===== config.mk =====
export PLATFORM = sky130hd
export DESIGN_NAME = occupancy_tracker
export DESIGN_NICKNAME = d
export VERILOG_FILES = /design/src/rtl/estacionamento_pkg.sv /design/src/rtl/zone_counter.sv /design/src/rtl/occupancy_tracker.sv
export SDC_FILE = /design/constraint.sdc
export NUM_CORES = 1
export LEC_CHECK = 0
export ABC_CLOCK_PERIOD_IN_PS = 6300
export BUFFER_PORTS_ARGS = -buffer_cell sky130_fd_sc_hd__buf_2
export CORE_MARGIN = 3
export CORE_UTILIZATION = 57
export CTS_CLUSTER_DIAMETER = 200
export DETAILED_ROUTE_END_ITERATION = 12
export HOLD_SLACK_MARGIN = 0.15
export PLACE_DENSITY = 0.91
export SLEW_MARGIN = 5
export SYNTH_ARGS = -nofsm -noshare
export SYNTH_HDL_FRONTEND = slang
export SYNTH_SLANG_ARGS = --single-unit

===== constraint.sdc =====
create_clock -name clk -period 6.3 [get_ports clk]
set_input_delay 0.945 -clock clk [delete_from_list [all_inputs] [get_ports clk]]
set_output_delay 0.945 -clock clk [all_outputs]
set_load 0.01 [all_outputs]

===== src/rtl/estacionamento_pkg.sv =====
// estacionamento_pkg: shared constants, width helper and zone event codes for the occupancy tracker.
package estacionamento_pkg;
    localparam int DEF_ZONES = 4;
    localparam int DEF_CAPACITY = 40;
    localparam int DEF_MARGIN = 2;

    localparam logic [1:0] EV_HOLD = 2'd0;
    localparam logic [1:0] EV_INC  = 2'd1;
    localparam logic [1:0] EV_DEC  = 2'd2;
    localparam logic [1:0] EV_ERR  = 2'd3;

    function automatic int clog2w(input int n);
        return (n <= 2) ? 1 : $clog2(n);
    endfunction
endpackage


===== src/rtl/zone_counter.sv =====
// zone_counter: saturating per-zone vehicle counter with registered flags and error strobes.
module zone_counter
    import estacionamento_pkg::*;
#(
    parameter int CAPACITY = DEF_CAPACITY,
    parameter int ALMOST_FULL_MARGIN = DEF_MARGIN,
    parameter int CNT_W = clog2w(DEF_CAPACITY + 1)
) (
    input  logic             clk,
    input  logic             reset_n,
    input  logic             clear,
    input  logic             entry,
    input  logic             exit,
    output logic [CNT_W-1:0] count,
    output logic [CNT_W-1:0] nxt_count,
    output logic             vazio,
    output logic             cheio,
    output logic             quase_cheio,
    output logic             ovf,
    output logic             udf
);
    localparam logic [CNT_W-1:0] CAP_V = CNT_W'(CAPACITY);
    localparam logic [CNT_W-1:0] TH_V  = CNT_W'(CAPACITY - ALMOST_FULL_MARGIN);

    logic [1:0] ev;

    // saturation is decided on the current count before any add/sub
    always_comb begin
        ev = clear ? EV_HOLD :
             (entry && exit) ? EV_HOLD :
             entry ? ((count == CAP_V) ? EV_ERR : EV_INC) :
             exit ? ((count == '0) ? EV_ERR : EV_DEC) : EV_HOLD;
        nxt_count = clear ? '0 :
                    (ev == EV_INC) ? count + CNT_W'(1) :
                    (ev == EV_DEC) ? count - CNT_W'(1) : count;
        ovf = (ev == EV_ERR) && entry;
        udf = (ev == EV_ERR) && exit;
    end

    always_ff @(posedge clk or negedge reset_n) begin
        if (!reset_n) begin
            count       <= '0;
            vazio       <= 1'b1;
            cheio       <= 1'b0;
            quase_cheio <= 1'b0;
        end else begin
            count       <= nxt_count;
            vazio       <= nxt_count == '0;
            cheio       <= nxt_count == CAP_V;
            quase_cheio <= nxt_count >= TH_V;
        end
    end
endmodule


===== src/rtl/occupancy_tracker.sv =====
// occupancy_tracker: multi-zone parking occupancy with lot totals and sticky error flags.
module occupancy_tracker
    import estacionamento_pkg::*;
#(
    parameter int NUM_ZONES = DEF_ZONES,
    parameter int CAPACITY = DEF_CAPACITY,
    parameter int ALMOST_FULL_MARGIN = DEF_MARGIN,
    localparam int CNT_W = clog2w(CAPACITY + 1),
    localparam int TOT_W = clog2w(NUM_ZONES * CAPACITY + 1)
) (
    input  logic                       clk,
    input  logic                       reset_n,
    input  logic                       clear,
    input  logic                       err_clear,
    input  logic [NUM_ZONES-1:0]       entry,
    input  logic [NUM_ZONES-1:0]       exit,
    output logic [NUM_ZONES*CNT_W-1:0] occupancy,
    output logic [TOT_W-1:0]           total,
    output logic [NUM_ZONES-1:0]       vazio,
    output logic [NUM_ZONES-1:0]       cheio,
    output logic [NUM_ZONES-1:0]       quase_cheio,
    output logic                       lot_full,
    output logic                       lot_empty,
    output logic                       err_overflow,
    output logic                       err_underflow
);
    localparam logic [TOT_W-1:0] TOT_MAX = TOT_W'(NUM_ZONES * CAPACITY);

    logic [NUM_ZONES*CNT_W-1:0] nxt;
    logic [NUM_ZONES-1:0]       ovf;
    logic [NUM_ZONES-1:0]       udf;
    logic [TOT_W-1:0]           total_nxt;

    for (genvar z = 0; z < NUM_ZONES; z++) begin : g_zone
        zone_counter #(
            .CAPACITY(CAPACITY),
            .ALMOST_FULL_MARGIN(ALMOST_FULL_MARGIN),
            .CNT_W(CNT_W)
        ) u_zone (
            .clk(clk),
            .reset_n(reset_n),
            .clear(clear),
            .entry(entry[z]),
            .exit(exit[z]),
            .count(occupancy[z*CNT_W +: CNT_W]),
            .nxt_count(nxt[z*CNT_W +: CNT_W]),
            .vazio(vazio[z]),
            .cheio(cheio[z]),
            .quase_cheio(quase_cheio[z]),
            .ovf(ovf[z]),
            .udf(udf[z])
        );
    end

    always_comb begin
        total_nxt = '0;
        for (int i = 0; i < NUM_ZONES; i++)
            total_nxt = total_nxt + TOT_W'(nxt[i*CNT_W +: CNT_W]);
    end

    // every zone is capped at CAPACITY, so the sum hits its maximum only when all are full
    always_ff @(posedge clk or negedge reset_n) begin
        if (!reset_n) begin
            total         <= '0;
            lot_full      <= 1'b0;
            lot_empty     <= 1'b1;
            err_overflow  <= 1'b0;
            err_underflow <= 1'b0;
        end else begin
            total         <= total_nxt;
            lot_full      <= total_nxt == TOT_MAX;
            lot_empty     <= total_nxt == '0;
            err_overflow  <= (err_overflow & ~err_clear) | (|ovf);
            err_underflow <= (err_underflow & ~err_clear) | (|udf);
        end
    end
endmodule


==> results of run 1 <==
[cell type report]
type,count,area (sq um)
fillers,459,1910
multi-input cells,233,1870
flip-flops and latches,48,1210
repair buffers,61,310
inverters,42,158
well taps,72,90.1
clock buffers,6,82.6
clock inverters,2,10.0
[power by group through the flow]
stage | logic, uW | registers (uW) | clock network, uW
2_1_floorplan | 189 | 400 | 0
3_3_place_gp | 277 | 391 | 0
3_5_place_dp | 285 | 390 | 0
4_1_cts | 291 | 386 | 199
5_1_grt | 322 | 392 | 212
6_report | 290 | 387 | 194
[cells in the mapped netlist (all sizes together), types with 8 or more instances]
library cell,instances
nor3b,8
buf,15
inv,42
clkbuf,8
a21oi,9
xnor2,10
nand3,8
nand2,13
fa,12
dfrtp,43
o21ai,10
ha,19
nor2,24
[flip-flops by register name, summed over array words and instances, names as in the netlist]
register and count:
err_overflow 1, total 8, err_underflow 1, g_zone.u_zone.quase_cheio 4
g_zone.u_zone.count 24, g_zone.u_zone.vazio 4, g_zone.u_zone.cheio 4, lot_empty 1
lot_full 1
[worst paths after layout]
check                                            end  slack, ps
max in group asynchronous                   lot_full       4810
setup / recovery                            lot_full        990
hold / removal                         err_underflow        570
setup reg to reg                            lot_full       1160
min in group asynchronous  g_zone[2].u_zone.count[5]        820
hold reg to reg                        err_underflow        570
[through the flow]
| stage | setup WS, ps | cell area [sq um] | std cells |
|---|---|---|---|
| floorplan | 1220 | 3390 | 346 |
| global placement | 948 | 3640 | 456 |
| detailed placement | 841 | 3640 | 456 |
| CTS | 1040 | 3730 | 464 |
| global route | 741 | 3730 | 464 |
| finish | 985 | 3730 | 464 |
[metal layers]
metal / GRT usage [%] / wire (um) / part of all wire [%]
met3: 4.96 / 562 / 6.8
met5: 0 / 0 / 0
met1: 31.0 / 3290 / 40
met2: 40.7 / 4180 / 50
met4: 9.36 / 264 / 3.2
[logic make-up after synthesis]
family | share of synthesized area [%]
flops | 35.6
xor+xnor | 4.13
compound gates | 14.3
mux | 2.84
buf+inv | 9.12
simple gates | 19.9
fa+ha+maj | 14.1
[worst max-delay path: stages]
cell and delay, ps:
buf_2 130, nor3b_1 300, a21boi_1 500, mux2_2 410
a211oi_1 450, fa_1 540, fa_1 530, ha_1 190
inv_1 60, fa_1 480, inv_1 50, or3_1 330
or3_1 330, nor4bb_1 260
==> results.sh, run 1 <==
export IMPL_areaGrowthSynthToFinish_pct=10.1
export IMPL_p_leak_uw=0.00193
export IMPL_seqPwrFrac_pct=44.4
export IMPL_synthFlopType="dfrtp_1"
export IMPL_drc_errors=0
export IMPL_rsz0062_at_grt="false"
export IMPL_path_max_fanout=7
export IMPL_grt_pass1_wl_um=13600
export IMPL_period_share_pct=84.4
export IMPL_syn_area_sq_mm=0.00339
export IMPL_worstPathArrival_ps=5520
export IMPL_async_flop_share_pct=100
export IMPL_initialDrtViolationCount=208
export IMPL_reg2reg_depth=15
export IMPL_clock_fmax_mhz=188
export IMPL_yosysUniqueCellTypes=64
export IMPL_layout_drive_gt1_share_pct=23.5
export IMPL_hp_class="register to register"
export IMPL_syn_inst=346
export IMPL_die_area_sq_mm=0.00691
export IMPL_vdd_drop_max_v=0.000171
export IMPL_grt_overflow=0
export IMPL_routed_via_density=6.15
export IMPL_cp_end_kind="register"
export IMPL_routed_wl_um=8290
export IMPL_vias=2852
export IMPL_port_buffers=59
export IMPL_clock_path_buffers=2
export IMPL_synth_edff_count=0
export IMPL_setup_tns_ps=0
export IMPL_dpl_hpwl_um=6070
export IMPL_critPathLaunch="entry[0]"
export IMPL_tightest_slew_ps=1060
export IMPL_cts_made_buffers=5
export IMPL_mostFrequentLayoutCells="buf_2, dfrtp_1, inv_1"
export IMPL_power_uw=870
export IMPL_wl_per_cell_um=17.9
export IMPL_synth_seq_cells=48
export IMPL_syn_nets=389
export IMPL_critPathLaunchType="input pin"
export IMPL_avgSynthCellArea_sq_um=9.80
export IMPL_r2r_start="g_zone[0].u_zone.count[0]"
export IMPL_p_clk_share_pct=22.2
export IMPL_cts_tree="built"
export IMPL_whs_path_depth=2
export IMPL_clock_root_buffer="clkbuf_8"
export IMPL_yosysWarningCount=0
export IMPL_intPower_uw=561
export IMPL_dr_pass1_iters=6
export IMPL_place_congestion=1.02
export IMPL_sw_frac_of_total_pct=35.6
export IMPL_finalMaxSlewViolations=0
export IMPL_io_pin_count=60
export IMPL_hold_viol=0
export IMPL_fin_worst_hold_slack_ps=567
export IMPL_final_nets=434
export IMPL_setup_viol=0
export IMPL_synth_largest_area_cell="dfrtp_1"
export IMPL_required_ps=6510
export IMPL_critPathKind="input pin to register"
export IMPL_grt_antenna_before_repair=0
export IMPL_coreArea_sq_mm=0.00564
export IMPL_cts_resized=0
export IMPL_clk_latency_ps=300
export IMPL_power_density_mw_per_mm2=233
export IMPL_antenna_left=0
export IMPL_final_setup_skew_ps=8.20
export IMPL_synthDominantCellAreaShare_pct=31.7
export IMPL_layout_commonest_cell="buf_2"
export IMPL_min_period_ps=5310
export IMPL_min_from="err_underflow"
export IMPL_placementRows=27
export IMPL_p_sw_uw=310
export IMPL_yosysSeqAreaShare_pct=35.6
export IMPL_slew_headroom_pct=29.1
export IMPL_htreeDepth=2
export IMPL_die_h_um=83.1
export IMPL_max_cap_viol_count=0
export IMPL_diodes=0
export IMPL_yosys_top_cells_area="dfrtp_1, fa_1, ha_1"
export IMPL_post_cts_buffers=0
export IMPL_die_x_um=83.1
export IMPL_cts_hold_buffers=0
export IMPL_grt_start_max_net_pins=49
export IMPL_clk_pin_slew_worst_paths_ps=90
export IMPL_start_util_pct=60.1
export IMPL_clock_sinks=48
export IMPL_first_global_vias=2694
export IMPL_final_util_pct=66.1
export IMPL_p_comb_share_pct=33.3
export IMPL_status="finished clean"
export IMPL_grtUsageTotal_pct=24.3
Note: power is estimated with default switching activity, not from simulation.
==> run 2, diff against run 1 <==
Settings changed: ABC_CLOCK_PERIOD_IN_PS 6300 to 4300, CORE_UTILIZATION 57 to 51, PLACE_DENSITY 0.91 to 0.87.
Clock period 6.3 ns to 4.3 ns, I/O delays scaled along.
==> results.sh, run 2 (synthesis gave the netlist of run 1 again) <==
export IMPL_status="complete, but fails checks"
export IMPL_violations="setup timing"
export IMPL_clk_pin_slew_worst_paths_ps=90
export IMPL_htreeDepth=2
export IMPL_critPathLaunch="g_zone[1].u_zone.count[0]"
export IMPL_placementRows=29
export IMPL_grt_overflow=0
export IMPL_clk_latency_ps=300
export IMPL_grt_antenna_before_repair=0
export IMPL_clock_path_buffers=2
export IMPL_antenna_left=0
export IMPL_dp_cells=540
export IMPL_min_period_ps=4860
export IMPL_tightest_slew_ps=1060
export IMPL_dpl_hpwl_um=7340
export IMPL_rsz0062_at_grt="true"
export IMPL_r2r_start="g_zone[1].u_zone.count[0]"
export IMPL_port_buffers=59
export IMPL_routed_wl_um=10000
export IMPL_grtUsageTotal_pct=26.6
export IMPL_hold_viol=0
export IMPL_die_h_um=87.5
export IMPL_die_area_sq_mm=0.00766
export IMPL_critPathKind="register to register"
export IMPL_place_congestion=0.907
export IMPL_fin_area_sq_mm=0.00452
export IMPL_io_pin_count=60
export IMPL_clock_root_buffer="clkbuf_8"
export IMPL_required_ps=4490
export IMPL_routed_via_density=5.81
export IMPL_hp_class="input pin to async pin"
export IMPL_clock_fmax_mhz=206
export IMPL_power_density_mw_per_mm2=323
export IMPL_cp_end_kind="register"
export IMPL_slew_headroom_pct=29.3
export IMPL_p_leak_uw=0.00237
export IMPL_clock_sinks=48
export IMPL_largest_reg_flops=24
export IMPL_coreArea_sq_mm=0.00639
export IMPL_worstPathArrival_ps=5050
export IMPL_diodes=0
export IMPL_instances_no_fill=554
export IMPL_final_nets=520
export IMPL_path_max_fanout=2
export IMPL_initialDrtViolationCount=322
export IMPL_finalMaxSlewViolations=0
export IMPL_drc_errors=0
export IMPL_setup_slack_ps=-563
export IMPL_worst_r2r_setup_slack_ps=-560
export IMPL_die_x_um=87.5
export IMPL_reg2reg_depth=16
export IMPL_period_share_pct=113
export IMPL_areaGrowthSynthToFinish_pct=33.3
export IMPL_max_cap_viol_count=0
export IMPL_vdd_drop_max_v=0.000173
export IMPL_critPathLaunchType="register"
export IMPL_final_setup_skew_ps=6.96
export IMPL_cts_made_buffers=5
export IMPL_cts_hold_buffers=0
export IMPL_start_util_pct=53.1
export IMPL_r2r_end="lot_full"
export IMPL_reg_top3="g_zone.u_zone.count x24, total x8"
export IMPL_layout_commonest_cell="buf_4"
export IMPL_fin_worst_hold_slack_ps=528
export IMPL_grt_pass1_wl_um=15800
export IMPL_wl_per_cell_um=18.1
export IMPL_setup_viol=5
export IMPL_final_util_pct=70.7
export IMPL_dr_pass1_iters=5
export IMPL_first_global_vias=3323
export IMPL_grt_start_max_net_pins=49
export IMPL_cts_tree="built"
export IMPL_top_register="g_zone.u_zone.count"
export IMPL_layout_drive_gt1_share_pct=43.2
export IMPL_mostFrequentLayoutCells="buf_4, buf_2, dfrtp_1"
export IMPL_postPlaceCellArea_sq_mm=0.00426
export IMPL_vias=3221
-- run 2: worst max path at each step --
stage,endpoint,slack [ps],cells after the start
floorplan,lot_full,-270,16
global placement,lot_full,-350,15
detailed placement,lot_full,-480,15
CTS,lot_full,-400,16
global route,lot_full,-710,16
finish,lot_full,-560,16
-- run 2: final cells by class --
class / instances / area (sq um)
well taps: 77 / 96.3
clock inverters: 1 / 8.76
flip-flops and latches: 48 / 1210
multi-input cells: 233 / 2000
inverters: 42 / 158
fillers: 431 / 1870
repair buffers: 147 / 967
clock buffers: 6 / 82.6
-- run 2: report_power, final --
part | leakage, uW | total, uW | internal (uW) | switching, uW
sequential | 0.000634 | 548 | 519 | 28.7
combinational | 0.00169 | 630 | 298 | 332
clock | 0.0000473 | 280 | 128 | 151
total | 0.00237 | 1460 | 946 | 512
-- run 2: per-stage QoR --
step / power, uW / setup TNS, ps / setup WS, ps
2_1_floorplan: 871 / -471 / -274
3_3_place_gp: 1090 / -828 / -353
3_5_place_dp: 1110 / -1490 / -478
4_1_cts: 1410 / -1100 / -398
5_1_grt: 1540 / -2430 / -713
6_report: 1460 / -1480 / -563
-- run 2: timing repair --
| action | CTS | global route |
|---|---|---|
| resized for setup | 6 | 21 |
| setup endpoints to repair | 5 | 6 |
| hold endpoints to repair | 0 | 0 |
| pin swaps | 5 | 20 |
| buffers inserted | 3 | 5 |
-- run 2: critical path: stages (launching register included) --
cell	delay, ps
dfrtp_2	410
inv_2	90
ha_4	140
or4b_4	480
o21ai_4	160
mux2_4	310
a211o_1	290
inv_2	80
fa_1	430
fa_1	520
ha_2	190
inv_2	40
fa_2	560
inv_2	40
or3_1	340
or3_4	360
nor4bb_1	320
-- run 2: layer usage --
metal	GRT usage, %	wire [um]	part of all wire (%)
met3	3.88	646	6.4
met4	13.1	248	2.5
met1	33.5	4050	40
met2	44.5	5100	51
met5	0	0	0
==> run 3, diff against run 2 <==
Settings changed: CORE_UTILIZATION 51 to 53, CTS_BUF_LIST from default to sky130_fd_sc_hd__clkbuf_2, PLACE_DENSITY 0.87 to 0.89.
==> results.sh, run 3 (synthesis gave the netlist of run 1 again) <==
export IMPL_final_util_pct=75.8
export IMPL_start_util_pct=55.9
export IMPL_max_cap_viol_count=0
export IMPL_hp_class="input pin to async pin"
export IMPL_power_uw=1520
export IMPL_final_setup_skew_ps=14.6
export IMPL_slew_headroom_pct=29.2
export IMPL_tightest_slew_ps=1060
export IMPL_coreArea_sq_mm=0.00606
export IMPL_path_cells="inv_2 -> ha_4 -> or4b_4 -> o21ai_4 -> mux2_4 -> a211o_1 -> inv_2 -> fa_1 -> fa_1 -> ha_2 -> inv_2 -> fa_1 -> inv_2 -> or3_1 -> or3_4 -> nor4bb_4"
export IMPL_routed_wl_um=11800
export IMPL_reg_top3="g_zone.u_zone.count x24, total x8"
export IMPL_worstPathArrival_ps=5260
export IMPL_wl_per_cell_um=20.9
export IMPL_layout_drive_gt1_share_pct=44.8
export IMPL_status="complete, but fails checks"
export IMPL_vdd_drop_max_v=0.000194
export IMPL_areaGrowthSynthToFinish_pct=35.5
export IMPL_cts_hold_buffers=0
export IMPL_die_area_sq_mm=0.00739
export IMPL_required_ps=4660
export IMPL_dpl_hpwl_um=7320
export IMPL_placementRows=28
export IMPL_setup_tns_ps=-2330
export IMPL_layout_commonest_cell="buf_4"
export IMPL_reg2reg_depth=16
export IMPL_max_stage_delay_ps=520
export IMPL_crit_top_cell="inv_2"
export IMPL_die_x_um=86.0
export IMPL_place_congestion=0.948
export IMPL_cp_end_kind="register"
export IMPL_critPathLaunchType="register"
export IMPL_cts_made_buffers=5
export IMPL_grt_overflow=0
export IMPL_setup_slack_ps=-598
export IMPL_top_register="g_zone.u_zone.count"
export IMPL_r2r_end="lot_full"
export IMPL_fin_worst_hold_slack_ps=347
export IMPL_critPathLaunch="g_zone[1].u_zone.count[0]"
export IMPL_path_max_fanout=2
export IMPL_finalMaxSlewViolations=0
export IMPL_largest_reg_flops=24
export IMPL_io_pin_count=60
export IMPL_final_nets=532
export IMPL_grt_antenna_before_repair=0
export IMPL_endpoint="lot_full"
export IMPL_power_density_mw_per_mm2=331
export IMPL_initialDrtViolationCount=470
export IMPL_first_global_vias=3401
export IMPL_die_h_um=86.0
export IMPL_violations="setup timing"
export IMPL_drc_errors=0
export IMPL_clock_fmax_mhz=204
export IMPL_mostFrequentLayoutCells="buf_4, buf_2, dfrtp_1"
export IMPL_clk_pin_slew_worst_paths_ps=260
export IMPL_htreeDepth=2
export IMPL_port_buffers=59
export IMPL_critPathKind="register to register"
export IMPL_hold_viol=0
export IMPL_period_share_pct=114
export IMPL_grtUsageTotal_pct=29.9
export IMPL_diodes=0
export IMPL_worst_r2r_setup_slack_ps=-600
export IMPL_dp_slack_ps=-521
export IMPL_setup_viol=6
export IMPL_routed_via_density=6.30
export IMPL_cpMaxStageDelayCell="fa_1"
export IMPL_clock_path_buffers=2
export IMPL_p_leak_uw=0.00242
export IMPL_vias=3551
export IMPL_rsz0062_at_grt="true"
export IMPL_r2r_start="g_zone[1].u_zone.count[0]"
export IMPL_dr_pass1_iters=5
export IMPL_min_period_ps=4900
export IMPL_clk_latency_ps=430
export IMPL_fillCellCount=360
export IMPL_antenna_left=0
export IMPL_grt_start_max_net_pins=49
export IMPL_grt_pass1_wl_um=17200
export IMPL_clock_sinks=48
export IMPL_clock_root_buffer="clkbuf_2"
export IMPL_cts_tree="built"
-- run 3: changes by cell type in the layout (fill, tap and decap cells not counted), sizes merged --
| cell | previous run | this run |
|---|---|---|
| buf | 147 | 159 |
| clkbuf | 6 | 5 |
| clkinv | 1 | 2 |
-- run 3: area by class of cell --
| cell class | count | area [sq um] | area share [%] |
|---|---|---|---|
| multi-input combinational | 233 | 2020 | 44.0 |
| sequential | 48 | 1210 | 26.3 |
| timing repair buffer | 159 | 1070 | 23.3 |
| inverter | 42 | 160 | 3.49 |
| tap | 75 | 93.8 | 2.04 |
| clock buffer | 5 | 25.0 | 0.545 |
| clock inverter | 2 | 12.5 | 0.272 |
-- run 3: metal layers --
metal	vias to the layer above	part of all wire (%)	global-route usage (%)
li1	1487	-	-
met1	1713	37	37.0
met2	270	47	49.8
met3	81	8.7	4.90
met4	0	7.0	16.5
met5	-	0	0
-- run 3: how the worst min path moves through the flow --
stage | start | endpoint | slack [ps]
after floorplan | reset_n | err_overflow | 350
after global placement | err_underflow | err_underflow | 490
after detailed placement | err_underflow | err_underflow | 520
after CTS | reset_n | g_zone[0].u_zone.count[3] | 400
after global routing | reset_n | total[3] | 430
final | reset_n | g_zone[1].u_zone.count[5] | 350
-- run 3: report_power, final --
group	internal, uW	switching, uW
Combinational	386	390
Clock	36.6	151
Sequential	520	34.4
Total	943	576
-- run 3: timing repair --
action / 4_1_cts / 5_1_grt
endpoints found under the hold margin: 0 / 0
setup endpoints to repair: 5 / 6
pin swaps: 5 / 9
setup buffers: 14 / 8
cloned: 0 / 0
resized for setup: 21 / 14
-- run 3: per-stage QoR --
step / cells / instance area (sq um)
after CTS: 556 / 4470
final: 564 / 4590
after floorplan: 346 / 3410
after detailed placement: 535 / 4240
after global placement: 535 / 4240
after global routing: 564 / 4590
-- run 3: critical path: cells and delay by family (launching register included) --
kind	cells	cell delay (ps)
AND/OR/NAND/NOR	4	1480
multiplexers	1	320
flip-flops	1	460
AO/OA/AOI/OAI	2	450
adder cells (fa/ha/maj)	5	1830
buffers and inverters	4	270
